**config.mk**
```make
export PLATFORM = sky130hd
export DESIGN_NAME = rand_arbiter_32
export DESIGN_NICKNAME = d
export VERILOG_FILES = /design/src/rtl/rand_arbiter_32.sv
export SDC_FILE = /design/constraint.sdc
export NUM_CORES = 1
export LEC_CHECK = 0
export BUFFER_PORTS_ARGS = -buffer_cell sky130_fd_sc_hd__buf_2
export CELL_PAD_IN_SITES_DETAIL_PLACEMENT = 2
export CELL_PAD_IN_SITES_GLOBAL_PLACEMENT = 2
export CORE_UTILIZATION = 29
export DETAILED_ROUTE_END_ITERATION = 12
export PLACE_DENSITY = 0.82
export RECOVER_POWER = 100
export SLEW_MARGIN = 20
export SYNTH_ARGS = -nofsm -noshare
export SYNTH_HDL_FRONTEND = slang
export SYNTH_SLANG_ARGS = --single-unit
```
**constraint.sdc**
```tcl
create_clock -name clk -period 1.95 [get_ports clk]
set_clock_uncertainty 0.05 [all_clocks]
set_input_delay 0.585 -clock clk [delete_from_list [all_inputs] [get_ports clk]]
set_output_delay 0.585 -clock clk [all_outputs]
set_load 0.02 [all_outputs]
```
**src/rtl/rand_arbiter_32.sv**
```systemverilog
`default_nettype none
// ============================================================================
//  Module      : rand_arbiter_32
//  Description : Two-requester round-robin arbiter that advances a 32-bit
//                Galois LFSR a fixed number of steps for every grant and
//                presents a fresh random word alongside the grant pulse.
//  Revision    : 1.0  - initial release
// ----------------------------------------------------------------------------
//  Parameters
//    STEPS     : LFSR advances per grant (1..15)
//    TAPS      : Galois feedback mask (default x^32+x^22+x^2+x+1)
//  Ports
//    clk       in   1   system clock, rising edge
//    clr       in   1   asynchronous active-high reset
//    seed_load in   1   load seed into the LFSR (highest priority)
//    seed      in  32   seed value (0 is replaced by 1)
//    req       in   2   request lines
//    gnt       out  2   one-hot grant, registered, one cycle wide
//    valid     out  1   rnd holds a fresh value, registered
//    rnd       out 32   current LFSR contents
//    busy      out  1   FSM is not idle
// ============================================================================
module rand_arbiter_32 #(
   parameter int          STEPS = 2,
   parameter logic [31:0] TAPS  = 32'h80200003
) (
   input  logic        clk,
   input  logic        clr,
   input  logic        seed_load,
   input  logic [31:0] seed,
   input  logic [1:0]  req,
   output logic [1:0]  gnt,
   output logic        valid,
   output logic [31:0] rnd,
   output logic        busy
);

   typedef enum logic [1:0] {
      S_IDLE  = 2'd0,
      S_STEP  = 2'd1,
      S_GRANT = 2'd2
   } state_t;

   localparam logic [3:0]  c_LAST_CNT = 4'(STEPS - 1);
   localparam logic [31:0] c_LFSR_RST = 32'h00000001;

   state_t      r_state;
   logic [31:0] r_lfsr;
   logic [3:0]  r_cnt;
   logic        r_ptr;
   logic        r_win;
   logic [1:0]  r_gnt;
   logic        r_valid;

   logic [31:0] w_lfsr_adv;
   logic [31:0] w_seed_val;
   logic        w_win;
   logic        w_last_step;

   // One Galois advance: shift right, fold the taps back in when a 1 falls out.
   assign w_lfsr_adv  = r_lfsr[0] ? ((r_lfsr >> 1) ^ TAPS) : (r_lfsr >> 1);

   // An all-zero LFSR would never leave zero, so a zero seed becomes 1.
   assign w_seed_val  = (seed == 32'd0) ? c_LFSR_RST : seed;

   // Contention goes to the pointer; otherwise the single active line wins.
   assign w_win       = (req == 2'b11) ? r_ptr : req[1];

   assign w_last_step = (r_cnt == c_LAST_CNT);

   always_ff @(posedge clk or posedge clr) begin
      if (clr) begin
         r_state <= S_IDLE;
         r_lfsr  <= c_LFSR_RST;
         r_cnt   <= 4'd0;
         r_ptr   <= 1'b0;
         r_win   <= 1'b0;
         r_gnt   <= 2'b00;
         r_valid <= 1'b0;
      end else if (seed_load) begin
         // Seed load aborts any sequence in flight; the pointer is left alone
         // so an aborted requester keeps its turn.
         r_state <= S_IDLE;
         r_lfsr  <= w_seed_val;
         r_cnt   <= 4'd0;
         r_gnt   <= 2'b00;
         r_valid <= 1'b0;
      end else begin
         case (r_state)
            S_IDLE: begin
               r_gnt   <= 2'b00;
               r_valid <= 1'b0;
               if (req != 2'b00) begin
                  r_win   <= w_win;
                  r_cnt   <= 4'd0;
                  r_state <= S_STEP;
               end
            end
            S_STEP: begin
               r_lfsr <= w_lfsr_adv;
               r_cnt  <= r_cnt + 4'd1;
               if (w_last_step) begin
                  // Grant is raised on the same edge as the final advance so
                  // rnd and gnt become visible together.
                  r_state <= S_GRANT;
                  r_gnt   <= r_win ? 2'b10 : 2'b01;
                  r_valid <= 1'b1;
               end
            end
            S_GRANT: begin
               r_gnt   <= 2'b00;
               r_valid <= 1'b0;
               r_ptr   <= ~r_win;
               r_state <= S_IDLE;
            end
            default: begin
               r_gnt   <= 2'b00;
               r_valid <= 1'b0;
               r_state <= S_IDLE;
            end
         endcase
      end
   end

   assign gnt   = r_gnt;
   assign valid = r_valid;
   assign rnd   = r_lfsr;
   assign busy  = (r_state != S_IDLE);

endmodule
`default_nettype wire

```
==> impl_metrics.json, run 1 <==
{
  "syn_nets": 252,
  "cts_htree_levels": 2,
  "cts_setup_buffers": 0,
  "end_kind": "output pin",
  "crit_family": "flip-flops",
  "path_class": "reg -> out",
  "cts_tree": "yes",
  "ctsHoldBuffers": 0,
  "place_congestion": 0.7754,
  "clock_sinks": 43,
  "fin_crit_ns": 1.878,
  "gr-total-overflow": 0,
  "numCtsBuffers": 5,
  "routed_via_density": 4.943,
  "wirelength_um": 6533,
  "critPathLaunch": "rnd[0]",
  "worst-path-buf-inv": 1,
  "die_w_um": 87.39,
  "netlist_instances": 213,
  "powerDensity_nw_per_um2": 891.1,
  "worst_setup_path_start_kind": "flop",
  "grt_pass1_vias": 2046,
  "first_iter_violations": 64,
  "start_util_pct": 30.62,
  "syn-cell-area_um2": 2115,
  "yosysSeqAreaShare_pct": 50.95,
  "grt_max_degree": 39,
  "clkSlewWorstSetupHoldPaths_ns": 0.09,
  "final_layout_size_suffix_gt1_share_pct": 19.16,
  "drv_slew": 0,
  "cp.arrival_ns": 1.24,
  "ys_seq_elements": 43,
  "yosys.cell_types.count": 32,
  "route.antenna.remaining_nets": 0,
  "route.detailed.drc": 0,
  "setup_ws_ns": 0.07198,
  "grt_pass1_wl_um": 10520,
  "max_freq_ghz": 0.5325,
  "cp.required_ns": 1.31,
  "antenna_found_initial": 0,
  "cts-root-buf": "clkbuf_8",
  "core-area_um2": 6907,
  "yosysWarningCount": 0,
  "area_delta_synth_final_pct": 25.33,
  "hold_class": "in -> async",
  "setup_viol_count_final": 0,
  "instances_no_fill": 383,
  "slowest_delay_ns": 0.70,
  "maxCapViolCount": 0,
  "ff2ff_setup_slack_ns": 0.28,
  "status": "complete, no violations",
  "die_y_um": 87.39,
  "post-route-period-util_pct": 96.31,
  "crit_path_cell_trace": "buf_2",
  "num_antenna_cells": 0,
  "place_ws_ns": 0.1723,
  "via_count": 1893,
  "fin_setup_tns_ns": 0,
  "p_leak_nw": 1.212,
  "r2r-end": "gnt[0]",
  "die-area_um2": 7637,
  "grt_setup_unrepaired": "no",
  "peakVddDrop_mv": 0.2288,
  "final_common_cell": "dfrtp_1",
  "port_buffers": 72,
  "clockBufferDepth": 2,
  "layout.nets": 325,
  "r2r_start": "r_cnt[1]",
  "tightestPinTransition_ns": 0.7910,
  "wire_per_inst_um": 17.06,
  "slew_headroom_pct": 47.21,
  "dpl.cell_count": 375,
  "syn_avg_cell_area_um2": 9.927,
  "clock_latency_ns": 0.30,
  "critPathMaxFanout": 6,
  "hold_viol": 0,
  "cpMaxStageDelayCell": "dfstp_1",
  "reg2regPathDepth": 5,
  "ios": 73,
  "rows": 30,
  "mostFrequentLayoutCells": "dfrtp_1 (42), nand2_1 (38), o21ai_0 (37), buf_2 (37), clkbuf_1 (36)",
  "dr.pass1.iters": 4,
  "track_usage_pct": 18.30,
  "ctsResizeCount": 0,
  "dp_hpwl_um": 5049
}
## metal layers
metal / vias up / track usage, % / share of wire [%]
li1: 885 / - / -
met1: 958 / 22.36 / 43
met2: 44 / 32.60 / 52
met3: 6 / 3.318 / 3.1
met4: 0 / 5.514 / 1.5
met5: - / 0 / 0
## sequential cells by signal, summed over array words and instances (netlist names)
| signal | flops |
|---|---|
| r_cnt | 4 |
| gnt | 2 |
| r_win | 1 |
| valid | 1 |
| r_state | 2 |
| r_ptr | 1 |
| rnd | 32 |
## worst max-delay path by stage
stage,slack [ns],end,cells past startpoint
floorplan,0.31,gnt[0],1
global placement,0.14,rnd[0],5
detailed placement,0.17,rnd[0],5
CTS,0.07,busy,2
global route,0.03,rnd[0],1
finish,0.07,rnd[0],1
## cells in the mapped netlist, drive strengths merged
library cell / instances / area (um2)
a21oi: 7 / 38.79
a31oi: 2 / 27.53
a32o: 1 / 10.01
and2b: 1 / 7.510
buf: 9 / 65.05
clkbuf: 4 / 15.01
dfrtp: 42 / 1051
dfstp: 1 / 26.28
ha: 2 / 25.02
inv: 4 / 15.01
mux2i: 29 / 290.3
nand2: 38 / 142.6
nand2b: 1 / 6.260
nand3: 1 / 5.000
nand4: 3 / 18.77
nor2: 10 / 37.54
nor3: 1 / 5.000
nor3b: 1 / 7.510
nor4: 8 / 50.05
o21ai: 40 / 207.7
or2: 1 / 6.260
or3: 2 / 12.51
or3b: 2 / 17.52
xnor2: 3 / 26.28
## cell type report
cell class | instances | area, um2
clock buffers | 6 | 82.58
clock inverters | 2 | 35.03
fillers | 820 | 4257
inverters | 4 | 15.01
multi-input cells | 153 | 934.6
flip-flops and latches | 43 | 1077
well taps | 96 | 120.1
repair buffers | 79 | 385.4
## power by group
part           switching (mW)  internal (mW)  leakage (nW)  total (mW)
clock                   0.317          0.415        0.0612       0.731
combinational           0.338          0.200         0.618       0.537
sequential              0.101          0.991         0.533        1.09
total                   0.756           1.61          1.21        2.36
## through the flow
stage / hold WS [ns] / total power [mW] / instance area, um2 / utilization, %
after global placement: 0.4221 / 1.655 / 2592 / 37.54
after global routing: 0.4316 / 2.489 / 2650 / 38.37
final: 0.3745 / 2.361 / 2650 / 38.37
after floorplan: 0.3980 / 1.449 / 2115 / -
after CTS: 0.2408 / 2.424 / 2710 / 39.24
after detailed placement: 0.4398 / 1.688 / 2592 / 37.54
## kinds of logic (layout without fill, tap and decap cells)
| family | count (synthesis) | after routing | synth area share [%] |
|---|---|---|---|
| buf+inv | 17 | 91 | 4.496 |
| xor+xnor | 3 | 3 | 1.243 |
| flops | 43 | 43 | 50.95 |
| simple gates | 69 | 69 | 14.97 |
| mux | 29 | 29 | 13.73 |
| compound gates | 50 | 50 | 13.43 |
| fa+ha+maj | 2 | 2 | 1.183 |
Note: power is estimated with default switching activity, not from simulation.
==> inputs of run 2 (changes only) <==
- CORE_MARGIN: not set -> 1.5
==> run 2 against run 1 <==
Against the previous run: cell count fell by 0.52%; critical path type unchanged; clock-buffer cell count rose by 2; largest cell class unchanged; die area rose by 2.3%; via count fell by 2.0%; largest power group unchanged.
==> impl_metrics.json, run 2 (synthesized netlist as in run 1, its figures left out) <==
{
  "dp_hpwl_um": 4739,
  "setup_viol_count_final": 0,
  "first_iter_violations": 45,
  "path_class": "reg -> out",
  "cts_tree": "yes",
  "grt_pass1_wl_um": 9908,
  "cp.required_ns": 1.31,
  "powerDensity_nw_per_um2": 865.2,
  "crit_family": "flip-flops",
  "route.detailed.drc": 0,
  "postPlaceCellArea_um2": 2590,
  "ctsHoldBuffers": 0,
  "numCtsBuffers": 5,
  "n_fill_cell": 825,
  "critPathMaxFanout": 6,
  "multi_input_area_um2": 934.6,
  "clock_sinks": 43,
  "track_usage_pct": 16.60,
  "place_ws_ns": 0.06432,
  "rows": 30,
  "cts_setup_buffers": 0,
  "cts-root-buf": "clkbuf_8",
  "holdWs_ns": 0.4550,
  "peakVddDrop_mv": 0.3049,
  "final_layout_size_suffix_gt1_share_pct": 18.60,
  "cpMaxStageDelayCell": "dfstp_1",
  "power.total_mw": 2.242,
  "max_freq_ghz": 0.5380,
  "core-area_um2": 6907,
  "setup_ws_ns": 0.09137,
  "post-route-period-util_pct": 95.31,
  "routed_via_density": 4.869,
  "worst-path-buf-inv": 1,
  "layout.nets": 323,
  "die_y_um": 88.39,
  "tightestPinTransition_ns": 1.107,
  "worst_setup_path_start_kind": "flop",
  "cp.arrival_ns": 1.22,
  "start_util_pct": 30.62,
  "clockBufferDepth": 2,
  "die_w_um": 88.39,
  "area_delta_synth_final_pct": 22.54,
  "port_buffers": 72,
  "final_common_cell": "dfrtp_1",
  "via_count": 1855,
  "place_congestion": 0.7506,
  "dr.pass1.iters": 4,
  "dpl.cell_count": 373,
  "fin_setup_tns_ns": 0,
  "num_antenna_cells": 0,
  "end_kind": "output pin",
  "wire_per_inst_um": 16.43,
  "gr-total-overflow": 0,
  "utilization_pct": 37.52,
  "wirelength_um": 6259,
  "grt_max_degree": 44,
  "clock_latency_ns": 0.29,
  "largest_reg_flops": 32,
  "antenna_found_initial": 0,
  "instances_no_fill": 381,
  "cts_htree_levels": 2,
  "grt_setup_unrepaired": "no",
  "ctsResizeCount": 0,
  "hold_class": "reg -> reg",
  "crit_path_cell_trace": "buf_2",
  "slew_headroom_pct": 26.21,
  "hold_viol": 0,
  "stdcell_area_um2": 2591,
  "slowest_delay_ns": 0.69,
  "grt_pass1_vias": 1940,
  "route.antenna.remaining_nets": 0,
  "clkSlewWorstSetupHoldPaths_ns": 0.08,
  "regArea_um2": 1077,
  "maxCapViolCount": 0,
  "p_leak_nw": 1.185,
  "status": "complete, no violations",
  "ios": 73,
  "drv_slew": 0,
  "fin_crit_ns": 1.859,
  "mostFrequentLayoutCells": "dfrtp_1 (42), nand2_1 (38), o21ai_0 (38), clkbuf_1 (36), buf_2 (36)",
  "die-area_um2": 7813
}
[run 2: cell count changes in the layout (fill, tap and decap cells not counted)]
cell,delta
buf_12,-2
buf_2,-1
buf_4,-1
bufinv_16,-1
clkbuf_2,+3
clkbuf_8,+1
clkinv_2,-1
o21ai_0,+1
o21ai_1,-1
[run 2: path summary, 6_finish.rpt]
kind / startpoint / endpoint / slack [ns] / depth (start not counted)
worst min register to register: valid / valid / 0.46 / 2
min in group asynchronous: clr / rnd[11] / 0.59 / 3
worst min-delay path: valid / valid / 0.46 / 2
worst max-delay path: rnd[0] / rnd[0] / 0.09 / 1
worst max register to register: r_state[1] / rnd[6] / 0.15 / 4
max in group asynchronous: clr / rnd[31] / 0.60 / 3
[run 2: area by class of cell]
type / count / share of cell area (%)
Clock buffer: 8 / 3.863
Inverter: 4 / 0.5794
Multi-Input combinational cell: 153 / 36.07
Sequential cell: 43 / 41.57
Tap cell: 96 / 4.635
Timing Repair Buffer: 77 / 13.28
[run 2: power by group]
group / internal [mW] / switching (mW) / total, mW
logic: 0.186 / 0.331 / 0.517
registers: 0.991 / 0.0955 / 1.09
clock network: 0.324 / 0.314 / 0.638
[run 2: worst register-to-register path: stages, from the launching register on]
cell and delay (ns):
dfrtp_1 0.43, nand2b_1 0.40, clkbuf_2 0.42, mux2i_1 0.24
o21ai_0 0.11
[run 2: metal layers]
| layer | global-route usage, % | wire length, um | vias to the layer above | share of wire, % |
|---|---|---|---|---|
| met1 | 21.73 | 2879 | 923 | 46 |
| met3 | 2.239 | 198 | 7 | 3.2 |
| met5 | 0 | 0 | - | 0 |
| met4 | 5.256 | 96 | 0 | 1.5 |
| met2 | 28.52 | 3084 | 43 | 49 |
| li1 | - | - | 882 | - |
